`src/rtl/fetch_queue.sv`:
```
// fetch_queue
// Instruction-fetch front end. Holds the PC, issues in-order requests to
// instruction memory, buffers returned instructions in a small FIFO and
// presents them to decode with a valid/stall handshake. A flush from the
// exception stage discards all in-flight and buffered work and restarts
// fetch at flush_addr. A misaligned flush target produces a single
// fetch-exception entry and blocks fetching until the next flush.
//
// Ports:
//   clk, reset        clock, asynchronous active-high reset
//   flush, flush_addr redirect request and target
//   imem_req_valid    fetch request valid       (out)
//   imem_req_ready    memory accepts request    (in)
//   imem_addr         fetch address = pc        (out)
//   imem_resp_valid   in-order response valid   (in)
//   imem_resp_data    fetched instruction       (in)
//   stall             decode cannot accept      (in)
//   instr_valid       FIFO head valid           (out)
//   PC, instr         head PC and instruction   (out)
//   fetch_exception   head is misaligned marker (out)

module fetch_queue #(
    parameter int                ADDR_W   = 32,
    parameter int                INSTR_W  = 32,
    parameter int                DEPTH    = 2,
    parameter logic [ADDR_W-1:0] RESET_PC = '0
) (
    input  logic               clk,
    input  logic               reset,
    input  logic               flush,
    input  logic [ADDR_W-1:0]  flush_addr,
    output logic               imem_req_valid,
    input  logic               imem_req_ready,
    output logic [ADDR_W-1:0]  imem_addr,
    input  logic               imem_resp_valid,
    input  logic [INSTR_W-1:0] imem_resp_data,
    input  logic               stall,
    output logic               instr_valid,
    output logic [ADDR_W-1:0]  PC,
    output logic [INSTR_W-1:0] instr,
    output logic               fetch_exception
);

    localparam int PW = (DEPTH > 1) ? $clog2(DEPTH) : 1;
    localparam int CW = $clog2(DEPTH) + 1;
    localparam logic [INSTR_W-1:0] NOP = INSTR_W'(32'h0000_0013);

    logic [ADDR_W-1:0]  fifo_pc    [DEPTH];
    logic [INSTR_W-1:0] fifo_instr [DEPTH];
    logic               fifo_exc   [DEPTH];
    logic [PW-1:0]      rd_ptr;
    logic [PW-1:0]      wr_ptr;
    logic [CW-1:0]      count;

    logic [ADDR_W-1:0]  pc;
    logic [ADDR_W-1:0]  resp_pc;
    logic [CW-1:0]      outstanding;
    logic [CW-1:0]      discard;
    logic               misaligned;

    logic [CW:0]        in_use;
    logic               handshake;
    logic               push;
    logic               pop;

    // Credit scheme: buffered plus outstanding never exceeds DEPTH, so a
    // response always finds a free FIFO slot and is never back-pressured.
    assign in_use         = {1'b0, count} + {1'b0, outstanding};
    assign imem_req_valid = !reset && !flush && !misaligned &&
                            (in_use < (CW+1)'(DEPTH));
    assign imem_addr      = pc;
    assign handshake      = imem_req_valid && imem_req_ready;
    assign push           = imem_resp_valid && (discard == '0);
    assign pop            = instr_valid && !stall;

    assign instr_valid     = (count != '0);
    assign PC              = instr_valid ? fifo_pc[rd_ptr]    : '0;
    assign instr           = instr_valid ? fifo_instr[rd_ptr] : '0;
    assign fetch_exception = instr_valid ? fifo_exc[rd_ptr]   : 1'b0;

    // A flush takes priority over everything else in its cycle. Responses
    // still owed by memory (including one arriving right now) are moved
    // into the discard count so that they are silently dropped later.
    always_ff @(posedge clk or posedge reset) begin
        if (reset) begin
            pc          <= RESET_PC;
            resp_pc     <= RESET_PC;
            outstanding <= '0;
            discard     <= '0;
            misaligned  <= 1'b0;
            rd_ptr      <= '0;
            wr_ptr      <= '0;
            count       <= '0;
            for (int i = 0; i < DEPTH; i++) begin
                fifo_pc[i]    <= '0;
                fifo_instr[i] <= '0;
                fifo_exc[i]   <= 1'b0;
            end
        end else if (flush) begin
            discard     <= discard + outstanding - CW'(imem_resp_valid);
            outstanding <= '0;
            pc          <= flush_addr;
            resp_pc     <= flush_addr;
            rd_ptr      <= '0;
            if (flush_addr[1:0] != 2'b00) begin
                // The marker entry lives in slot 0 and blocks fetching.
                misaligned    <= 1'b1;
                fifo_pc[0]    <= flush_addr;
                fifo_instr[0] <= NOP;
                fifo_exc[0]   <= 1'b1;
                wr_ptr        <= PW'(1);
                count         <= CW'(1);
            end else begin
                misaligned <= 1'b0;
                wr_ptr     <= '0;
                count      <= '0;
            end
        end else begin
            if (handshake) begin
                pc <= pc + ADDR_W'(4);
            end
            if (imem_resp_valid && (discard != '0)) begin
                discard <= discard - CW'(1);
            end
            if (push) begin
                fifo_pc[wr_ptr]    <= resp_pc;
                fifo_instr[wr_ptr] <= imem_resp_data;
                fifo_exc[wr_ptr]   <= 1'b0;
                wr_ptr             <= wr_ptr + PW'(1);
                resp_pc            <= resp_pc + ADDR_W'(4);
            end
            if (pop) begin
                rd_ptr <= rd_ptr + PW'(1);
            end
            outstanding <= outstanding + CW'(handshake) - CW'(push);
            count       <= count + CW'(push) - CW'(pop);
        end
    end

endmodule

```
`config.mk`:
```
export PLATFORM = sky130hd
export DESIGN_NAME = fetch_queue
export DESIGN_NICKNAME = d
export VERILOG_FILES = /design/src/rtl/fetch_queue.sv
export SDC_FILE = /design/constraint.sdc
export NUM_CORES = 1
export LEC_CHECK = 0
export CORE_AREA = 3 3 145 147
export DETAILED_ROUTE_END_ITERATION = 6
export DIE_AREA = 0 0 148 150
export PLACE_DENSITY = 0.81
export SLEW_MARGIN = 20
export SYNTH_ARGS = -nofsm -noshare
export SYNTH_HDL_FRONTEND = slang
export SYNTH_SLANG_ARGS = --single-unit
```
`constraint.sdc`:
```
create_clock -name clk -period 20.5 [get_ports clk]
set_clock_uncertainty 0.1 [all_clocks]
set_input_delay 4.1 -clock clk [delete_from_list [all_inputs] [get_ports clk]]
set_output_delay 4.1 -clock clk [all_outputs]
set_load 0.005 [all_outputs]
```
After elaboration in Yosys (flattened, before gate mapping)

Cells that the tools add are included.

$add $sub $neg: 12
Reduce and logical (&&, ||, !) cells: 22
Equality and inequality tests: 1
Multiplexer cells: 41
Bitwise operators: 5
Magnitude comparators: 4

Operator list:

| operator                | number |
|---|---|
| $mux W32                | 17 |
| $bwmux W64              | 2 |
| $mux W64                | 2 |
| $add A32 B3 Y32 const B | 2 |
| $demux W32 S1           | 1 |
| $reduce_bool A2 Y1      | 7 |
| $mux W1                 | 13 |
| $mux W2                 | 5 |
| $logic_and A1 B1 Y1     | 8 |
| $sub A2 B1 Y2           | 3 |
| $add A2 B1 Y2           | 2 |
| $ge A2 B2 Y1 const B    | 2 |
| $logic_not A1 Y1        | 4 |
| $not A1 Y2              | 2 |
| $reduce_and A2 Y1       | 2 |
| $add A2 B2 Y3           | 1 |
| $lt A3 B2 Y1 const B    | 1 |
| $add A1 B1 Y1 const B   | 2 |
| $add A2 B2 Y2           | 1 |
| $and A2 B2 Y2           | 1 |
| $logic_not A2 Y1        | 1 |
| $lt A2 B1 Y1 const B    | 1 |
| $ne A2 B1 Y1 const B    | 1 |
| $not A2 Y2              | 1 |
| other kinds (3)         | 3 |

Register bits after elaboration: 203
Input port bits: 70
Word-level logic and storage cells: 99

Depth between registers and ports, before layout

Gate-level depths: netlist of the first run.

Depth after elaboration: 9
Gate-level depth with buffers: 12

Worst setup path after synthesis of the first run

Ideal clock, no wire load.

Kind: in2out
From: input port flush
To: output port imem_req_valid
Arrival: 4698 ps
Path slack: 11602 ps
Buffers on the path: 1
Stages: 3
Cell sequence: buf_2 > nor4_1 > nor2b_1

Word-level cells in the longest chain between the ends: 4

Ends and longest elaborated chain:

| what                              | line | source |
|---|---|---|
| start, declared                   | 30   | `input logic flush,` |
| $logic_not A1 Y1                  | 69   | `assign imem_req_valid = !reset && !flush && !misaligned &&` |
| $logic_and A1 B1 Y1 (3 in series) | 69   |  |
| end, declared                     | 32   | `output logic imem_req_valid,` |

No other way between the ends.

Final worst setup path of the first run

Same ends and word-level chain as after synthesis.

==> impl_metrics.ini, run 1 <==
[status]
outcome = complete, no violations

[critical_path]
path_cells = buf_2 > buf_4 > nor4_1 > nor2b_1 > clkdlybuf4s50_1
critPathCapture = imem_req_valid
crit_arrival_ns = 5.67
critPathLaunchType = primary input
cp_max_fo = 81
critical_path.max_stage_delay_ns = 0.52
r2r_cells = 8
ff2ff_setup_slack_ns = 16.45
cp.depth = 5
cp-end-kind = primary output
critical_path.n_buffers_inverters = 3
crit_path_start = flush
timing.rr.start = outstanding[0]
worst-setup-path-type = in2out
cp_top_family = buffers and inverters
cp_slowest_cell = clkdlybuf4s50_1
cp.required_ns = 16.30
reg2reg_to = imem_addr[30]

[floorplan]
coreArea_mm2 = 0.02004
dieArea_mm2 = 0.02220
initial_utilization_pct = 49.47
floorplan.die.height_um = 150
io_pins = 169
row_count = 52
die_w_um = 148

[yosys]
synth_fp_nets = 1033
yosysTopAreaCellShare_pct = 51.24
async_flop_share_pct = 100.0
synth_top_area_cell = dfrtp_1
synth_top_flop_cell = dfrtp_1
syn_inst = 953
ys_top_cells_by_area = dfrtp_1 (51%), mux2_2 (7.6%), mux2i_1 (6.6%)
post_synth_num_cell_types = 52
synth_seq_cells = 203
synthesis.area_mm2 = 0.009913
avgSynthCellArea_um2 = 10.40
ys_seq_area_share_pct = 51.24
yosys_warnings = 0
synth_edf_count = 0

[min_path]
worstHoldStart = fifo_pc[0]
hold_path.class = reg2reg

[power]
p_int_uw = 952.8
fin_total_pwr_mw = 1.368
p_clk_share_pct = 27.2
powerDensity_mw_per_mm2 = 109.6
netSwitchingFraction_pct = 30.37
p_leak_nw = 5.267
seq_power_share_pct = 42.3
combPwrFrac_pct = 30.4
ir_drop_uv = 71.60
power_switching_uw = 415.6

[grt]
antenna_found_initial = 0
use_met2_pct = 38.59
grtUsageMet3_pct = 4.967
met1_usage_pct = 32.51
grt_pass1_wl_mm = 43.07
grt.busiest_layer = met2
gr-usage-all-layers_pct = 23.80
grt_max_degree = 135
grt_pass1_vias = 8139
grt-ovfl-total = 0

[timing]
setup_tns_ns = 0
hold-worst-slack_ns = 0.3933
worst_pin_slew_ns = 1.125
fin_crit_sh_pct = 48.16
min_period_ns = 9.873
hold_violations = 0
fmax_mhz = 101.3
finalWorstSetupSlack_ns = 10.63
setup_viol = 0
max_slew_margin_pct = 25.01
rsz0062_at_grt = false
maxSlewViolCount = 0

[place]
port_buffers = 168
pre_cts_slack_ns = 10.63
place_congestion = 0.8593
dp.final_hpwl_mm = 17.34

[cts]
cts.hold.buffers_added = 0
cts_tree = yes
clock_latency_ns = 0.50
cts_buffer_depth = 3
cts_root_buf = clkbuf_16
cts.sinks = 203
cts_resized = 0
htree_num_levels = 1
cts_setup_buffers = 0
numCtsBuffers = 23
clkSlewWorstSetupHoldPaths_ns = 0.05

[routing]
drc = 0
wl_mm = 26.65
dr.pass1.iters = 5
wl_per_cell_um = 19.28
drtIter0Drc = 515
ant_nets = 0
vias_per_cell = 5.825
vias = 8050

[cells_and_area]
fin_nets = 1178
drive_above_1_share_pct = 11.24
antennaDiodeCount = 0
areaGrowthSynthToFinish_pct = 25.92
finish.utilization_pct = 62.29

[job]
drv_cap = 0
==> placed cells by master, fill, tap and decap left out, types with 3 or more instances in the layout <==
cell	netlist	layout
nor4_2	2	3
mux2_2	67	67
ha_1	9	9
nor4_1	5	4
nand3_1	22	21
nor2_1	122	120
nor3_1	5	4
and4_1	5	5
and3_1	13	13
clkbuf_8	0	3
clkbuf_1	40	9
nand4_1	24	24
a22oi_1	3	3
o21ai_0	84	83
o211ai_1	9	9
nand2_1	71	71
a21oi_1	38	38
nor2b_1	3	3
a22o_1	29	29
xnor2_1	16	16
xor2_1	24	24
dfrtp_1	203	202
clkinv_2	0	4
clkbuf_16	0	23
buf_4	1	10
mux2i_1	65	65
a21o_1	6	6
and2_1	7	7
o311ai_0	13	13
inv_1	18	17
a31oi_1	3	3
clkdlybuf4s50_1	0	167
==> area by class of cell <==
cell class,count,area (um^2)
Clock buffer,35,650.6
Clock inverter,4,20.02
Fill cell,1684,7556
Inverter,19,78.83
Multi-Input combinational cell,673,4561
Sequential cell,203,5084
Tap cell,270,337.8
Timing Repair Buffer,178,1752
==> stage by stage <==
stage	std cells	instance area [um^2]
floorplan	953	9913
global placement	1343	11810
detailed placement	1343	11810
CTS	1382	12480
global route	1382	12480
finish	1382	12480
==> power groups by stage <==
stage / Sequential (mW) / Combinational (mW) / Clock [mW]
2_1_floorplan: 0.557 / 0.251 / 0
3_3_place_gp: 0.578 / 0.408 / 0
3_5_place_dp: 0.584 / 0.420 / 0
4_1_cts: 0.578 / 0.422 / 0.381
5_1_grt: 0.593 / 0.460 / 0.397
6_report: 0.579 / 0.417 / 0.373
==> tightest hold or removal path, delay by kind of cell (launching register included) <==
| kind | cells | cell delay (ns) |
|---|---|---|
| DFF | 1 | 0.34 |
| AOI/OAI and AO/OA | 1 | 0.07 |
| and+or+nand+nor | 1 | 0.05 |
==> cells by family after synthesis <==
logic type                 after synthesis  synth area share, %
buffers and inverters                   77                3.092
DFF                                    203                51.24
AOI/OAI and AO/OA                      202                12.89
and+or+nand+nor                        289                13.73
adders and majority gates               10                1.338
muxes                                  132                14.17
xor gates and xnor gates                40                3.534
==> cells in the mapped netlist, types with 2 or more instances <==
cell type and instances:
a31oi_1 3, o31ai_1 2, clkbuf_1 40, dfrtp_1 203
buf_1 6, a22o_1 29, nor4_1 5, nand2b_1 2
mux2_2 67, a21o_1 6, nor2_1 122, a22oi_1 3
nand4_4 2, a21oi_1 38, nor4_2 2, o311ai_0 13
mux2i_1 65, or4_1 2, or4_4 2, nor3_1 5
nand3_1 22, nand4_1 24, buf_2 11, a21boi_0 2
o211ai_1 9, and4_1 5, xnor2_1 16, nor2b_1 3
nand2_1 71, o21ai_0 84, ha_1 9, xor2_1 24
and3_1 13, o211a_1 2, inv_1 18, and2_1 7
==> how the worst min path moves through the flow <==
stage	slack, ns	cells after the start	end
2_1_floorplan	0.35	2	fifo_exc[1]
3_3_place_gp	0.36	2	fifo_exc[1]
3_5_place_dp	0.38	1	fifo_exc[0]
4_1_cts	0.39	1	fifo_exc[0]
5_1_grt	0.41	2	fifo_exc[1]
6_report	0.39	2	fifo_pc[0]
==> sequential cells by signal, summed over array words and instances, names as in the netlist <==
signal       flops
fifo_exc         2
outstanding      2
misaligned       1
wr_ptr           1
resp_pc         32
fifo_pc         64
rd_ptr           1
imem_addr       32
count            2
fifo_instr      64
discard          2
==> layer usage <==
layer / up-vias / wire length [um]
met2: 295 / 12660
li1: 3691 / -
met3: 54 / 1906
met4: 0 / 660
met5: - / 0
met1: 4010 / 11420
Note: power is estimated with default switching activity, not from simulation.
==> inputs of run 2 (changes only) <==
clock period = 9.2 ns   (was 20.5 ns; I/O delays follow)
==> impl_metrics.ini, run 2 (same netlist as run 1, synthesis figures left out) <==
[status]
outcome = complete, no violations

[place]
postPlaceCellArea_mm2 = 0.01181
pre_cts_slack_ns = 3.899
port_buffers = 168
place_congestion = 0.8760
dpl.cell_count = 1343
dp.final_hpwl_mm = 17.17

[min_path]
min_path_cells = 2
hold_end = fifo_exc[1]
worstHoldStart = fifo_exc[1]
hold_path.class = reg2reg

[routing]
vias = 8106
vias_per_cell = 5.853
drc = 0
ant_nets = 0
dr.pass1.iters = 7
drtIter0Drc = 619
wl_mm = 27.07
wl_per_cell_um = 19.55

[floorplan]
floorplan.die.height_um = 150
io_pins = 169
dieArea_mm2 = 0.02220
coreArea_mm2 = 0.02004
die_w_um = 148
row_count = 52
initial_utilization_pct = 49.47

[grt]
antenna_found_initial = 0
grt_max_degree = 125
gr-usage-all-layers_pct = 23.80
grt_pass1_vias = 8153
grt-ovfl-total = 0
grt_pass1_wl_mm = 43.07

[job]
drv_cap = 0

[timing]
hold_violations = 0
min_period_ns = 5.304
setup_viol = 0
maxSlewViolCount = 0
setup_tns_ns = 0
fmax_mhz = 188.5
finalWorstSetupSlack_ns = 3.896
worst_pin_slew_ns = 1.039
rsz0062_at_grt = false
fin_crit_sh_pct = 57.65
max_slew_margin_pct = 30.47

[cells_and_area]
instances_no_fill = 1385
final_common_cell = dfrtp_1
final_cell_mix = dfrtp_1 (202), clkdlybuf4s50_1 (167), nor2_1 (120)
fin_nets = 1179
top_regs = fifo_instr x64, fifo_pc x64
drive_above_1_share_pct = 11.84
areaGrowthSynthToFinish_pct = 26.96
design_area_mm2 = 0.01259
antennaDiodeCount = 0

[critical_path]
worst-setup-path-type = in2out
r2r_cells = 8
critical_path.max_stage_delay_ns = 0.51
cp_slowest_cell = clkdlybuf4s50_1
critical_path.n_buffers_inverters = 3
timing.rr.start = outstanding[0]
cp_max_fo = 81
cp-end-kind = primary output
reg2reg_to = imem_addr[30]
critPathLaunchType = primary input
ff2ff_setup_slack_ns = 5.42
path_cells = buf_2 > buf_4 > nor4_1 > nor2b_1 > clkdlybuf4s50_1
crit_arrival_ns = 3.36
cp.required_ns = 7.26
cp_top_family = buffers and inverters

[cts]
cts_resized = 0
clkSlewWorstSetupHoldPaths_ns = 0.06
cts.sinks = 203
cts_setup_buffers = 0
cts_buffer_depth = 3
cts_tree = yes
clock_latency_ns = 0.51
numCtsBuffers = 23
htree_num_levels = 1
cts.hold.buffers_added = 0
cts_root_buf = clkbuf_16

[power]
ir_drop_uv = 129.5
powerDensity_mw_per_mm2 = 248.6
p_leak_nw = 5.323
fin_total_pwr_mw = 3.129
run 2: layout make-up:
cell class                 count  area, um^2
tap                          270       337.8
inverter                      19       78.83
sequential                   203        5084
clock buffer                  35       690.7
timing repair buffer         179        1779
clock inverter                 6       55.05
multi-input combinational    673        4561
fill                        1627        7453
run 2: stage by stage:
step	hold WS, ns	util [%]
floorplan	0.3463	-
global placement	0.3611	58.92
detailed placement	0.3707	58.95
CTS	0.3841	62.67
global route	0.4084	62.81
finish	0.3842	62.81
run 2: worst max path at each step:
stage	startpoint	to	slack, ns	cells past startpoint
final	flush	imem_req_valid	3.90	5
after floorplan	reset	count[0]	1.72	1
after global placement	flush	imem_req_valid	3.93	5
after CTS	flush	imem_req_valid	3.90	5
after detailed placement	flush	imem_req_valid	3.90	5
after global routing	flush	imem_req_valid	3.76	5
run 2: worst reg2reg max path, stage by stage, from the launching register on:
cell and delay [ns]:
dfrtp_1 0.40, and2_1 0.19, fa_1 0.47, nor4_1 0.21
and2_1 0.71, inv_1 0.64, nand2_1 0.45, o21ai_0 0.16
a221o_1 0.33
run 2: per-layer routing:
layer	global-route usage [%]	wire length (um)	vias to the layer above
met1	33.44	11750	4055
li1	-	-	3693
met4	6.975	689	0
met3	4.210	1816	48
met2	38.14	12810	310
met5	0	0	-
run 2: report_power, final:
part	leakage (nW)	switching (mW)	internal, mW
sequential	2.50	0.177	1.12
clock	0.373	0.360	0.543
combinational	2.45	0.409	0.521
total	5.32	0.946	2.18
==> inputs of run 3 (changes only) <==
CORE_AREA = 3 3 148 150   (was 3 3 145 147)
DIE_AREA = 0 0 151 153   (was 0 0 148 150)
PLACE_DENSITY = 0.82   (was 0.81)
clock period = 4.5 ns   (was 9.2 ns; I/O delays follow)
==> impl_metrics.ini, run 3 (same netlist as run 1, synthesis figures left out) <==
[cts]
cts.hold.buffers_added = 0
numCtsBuffers = 22
cts_setup_buffers = 0
htree_num_levels = 1
clock_latency_ns = 0.50
cts_resized = 0
clkSlewWorstSetupHoldPaths_ns = 0.06
cts.sinks = 203
cts_root_buf = clkbuf_16
cts_buffer_depth = 3
cts_tree = yes

[critical_path]
critPathLaunchType = flop
cp_top_family = buffers and inverters
r2r_cells = 8
cp_max_fo = 28
crit_path_start = rd_ptr
path_cells = buf_4 > mux2i_1 > nor2_1 > clkdlybuf4s50_1
cp-end-kind = primary output
reg2reg_to = imem_addr[22]
cp.required_ns = 3.50
critical_path.n_buffers_inverters = 2
worst-setup-path-type = reg2out
cp_slowest_cell = dfrtp_4
critical_path.max_stage_delay_ns = 0.79
timing.rr.start = outstanding[0]
crit_arrival_ns = 2.63
ff2ff_setup_slack_ns = 1.46

[power]
p_leak_nw = 5.342
powerDensity_mw_per_mm2 = 502.3
p_clk_share_pct = 28.3
power_switching_mw = 1.908
p_int_mw = 4.433
combPwrFrac_pct = 29.9
fin_total_pwr_mw = 6.342
netSwitchingFraction_pct = 30.09
ir_drop_uv = 259.7
seq_power_share_pct = 41.8

[floorplan]
die_w_um = 151
coreArea_mm2 = 0.02082
floorplan.die.height_um = 153
io_pins = 169
initial_utilization_pct = 47.61
dieArea_mm2 = 0.02310
row_count = 53

[cells_and_area]
fin_nets = 1186
antennaDiodeCount = 0
drive_above_1_share_pct = 12.14
instances_no_fill = 1395
top_regs = fifo_instr x64, fifo_pc x64
final_common_cell = dfrtp_1
areaGrowthSynthToFinish_pct = 27.36
final_cell_mix = dfrtp_1 (202), clkdlybuf4s50_1 (167), nor2_1 (120)
final.fill_count = 1729

[timing]
setup_tns_ns = 0
worst_pin_slew_ns = 1.073
fmax_mhz = 275.6
maxSlewViolCount = 0
fin_crit_sh_pct = 80.62
min_period_ns = 3.628
rsz0062_at_grt = false
max_slew_margin_pct = 28.50
setup_viol = 0
hold_violations = 0
hold-worst-slack_ns = 0.3866

[place]
place_congestion = 0.8945
port_buffers = 168
dp.final_hpwl_mm = 17.61
dpl.cell_count = 1356

[routing]
vias_per_cell = 5.823
drc = 0
wl_per_cell_um = 19.28
dr.pass1.iters = 5
drtIter0Drc = 720
wl_mm = 26.90
vias = 8123
ant_nets = 0

[status]
outcome = complete, no violations

[min_path]
worstHoldStart = fifo_pc[0]
hold_end = fifo_pc[0]
hold_path.class = reg2reg
min_path_cells = 2

[grt]
grt_max_degree = 204
antenna_found_initial = 0
grt_pass1_vias = 8386
grt_pass1_wl_mm = 44.16
grt-ovfl-total = 0
gr-usage-all-layers_pct = 23.39

[job]
drv_cap = 0
run 3: worst reg2reg max path, cell delays in order, from the launching register on:
cell	delay (ns)
dfrtp_1	0.41
and2_1	0.19
fa_1	0.44
nor4_1	0.24
and2_1	0.18
buf_4	0.24
inv_1	0.30
or4_4	0.60
a31o_1	0.23
run 3: area by class of cell:
cell class	instances	area [um^2]	area share, %
clock buffers	33	663.1	5.252
clock inverters	5	53.80	0.4261
inverters	19	75.07	0.5946
multi-input cells	673	4554	36.07
flip-flops and latches	203	5084	40.26
well taps	275	344.1	2.725
repair buffers	187	1852	14.67
run 3: how the worst max path moves through the flow:
stage / end / depth (start not counted) / slack, ns
floorplan: count[0] / 1 / 0.87
global placement: fifo_exc[0] / 6 / 1.01
detailed placement: fifo_exc[0] / 6 / 0.94
CTS: instr[31] / 4 / 0.86
global route: instr[4] / 4 / 0.77
finish: instr[4] / 4 / 0.87
run 3: layer usage:
layer / vias to the layer above / share of wire [%] / global-route usage [%]
li1: 3710 / - / -
met1: 4052 / 43 / 33.11
met2: 318 / 47 / 37.39
met3: 43 / 7.2 / 3.795
met4: 0 / 2.3 / 6.649
met5: - / 0 / 0
run 3: per-stage QoR:
stage,area [um^2],utilization (%),setup WS (ns)
6_report,12630,60.64,0.8719
5_1_grt,12630,60.64,0.7654
4_1_cts,12600,60.50,0.8592
3_5_place_dp,11880,57.06,0.9379
3_3_place_gp,11880,57.06,1.013
2_1_floorplan,9917,-,0.8697
run 3: power groups by stage:
| stage | sequential, mW | combinational [mW] | clock [mW] |
|---|---|---|---|
| CTS | 2.65 | 1.92 | 1.83 |
| finish | 2.65 | 1.89 | 1.79 |
| floorplan | 2.54 | 1.14 | 0 |
| global placement | 2.65 | 1.85 | 0 |
| global route | 2.72 | 2.09 | 1.90 |
| detailed placement | 2.68 | 1.90 | 0 |
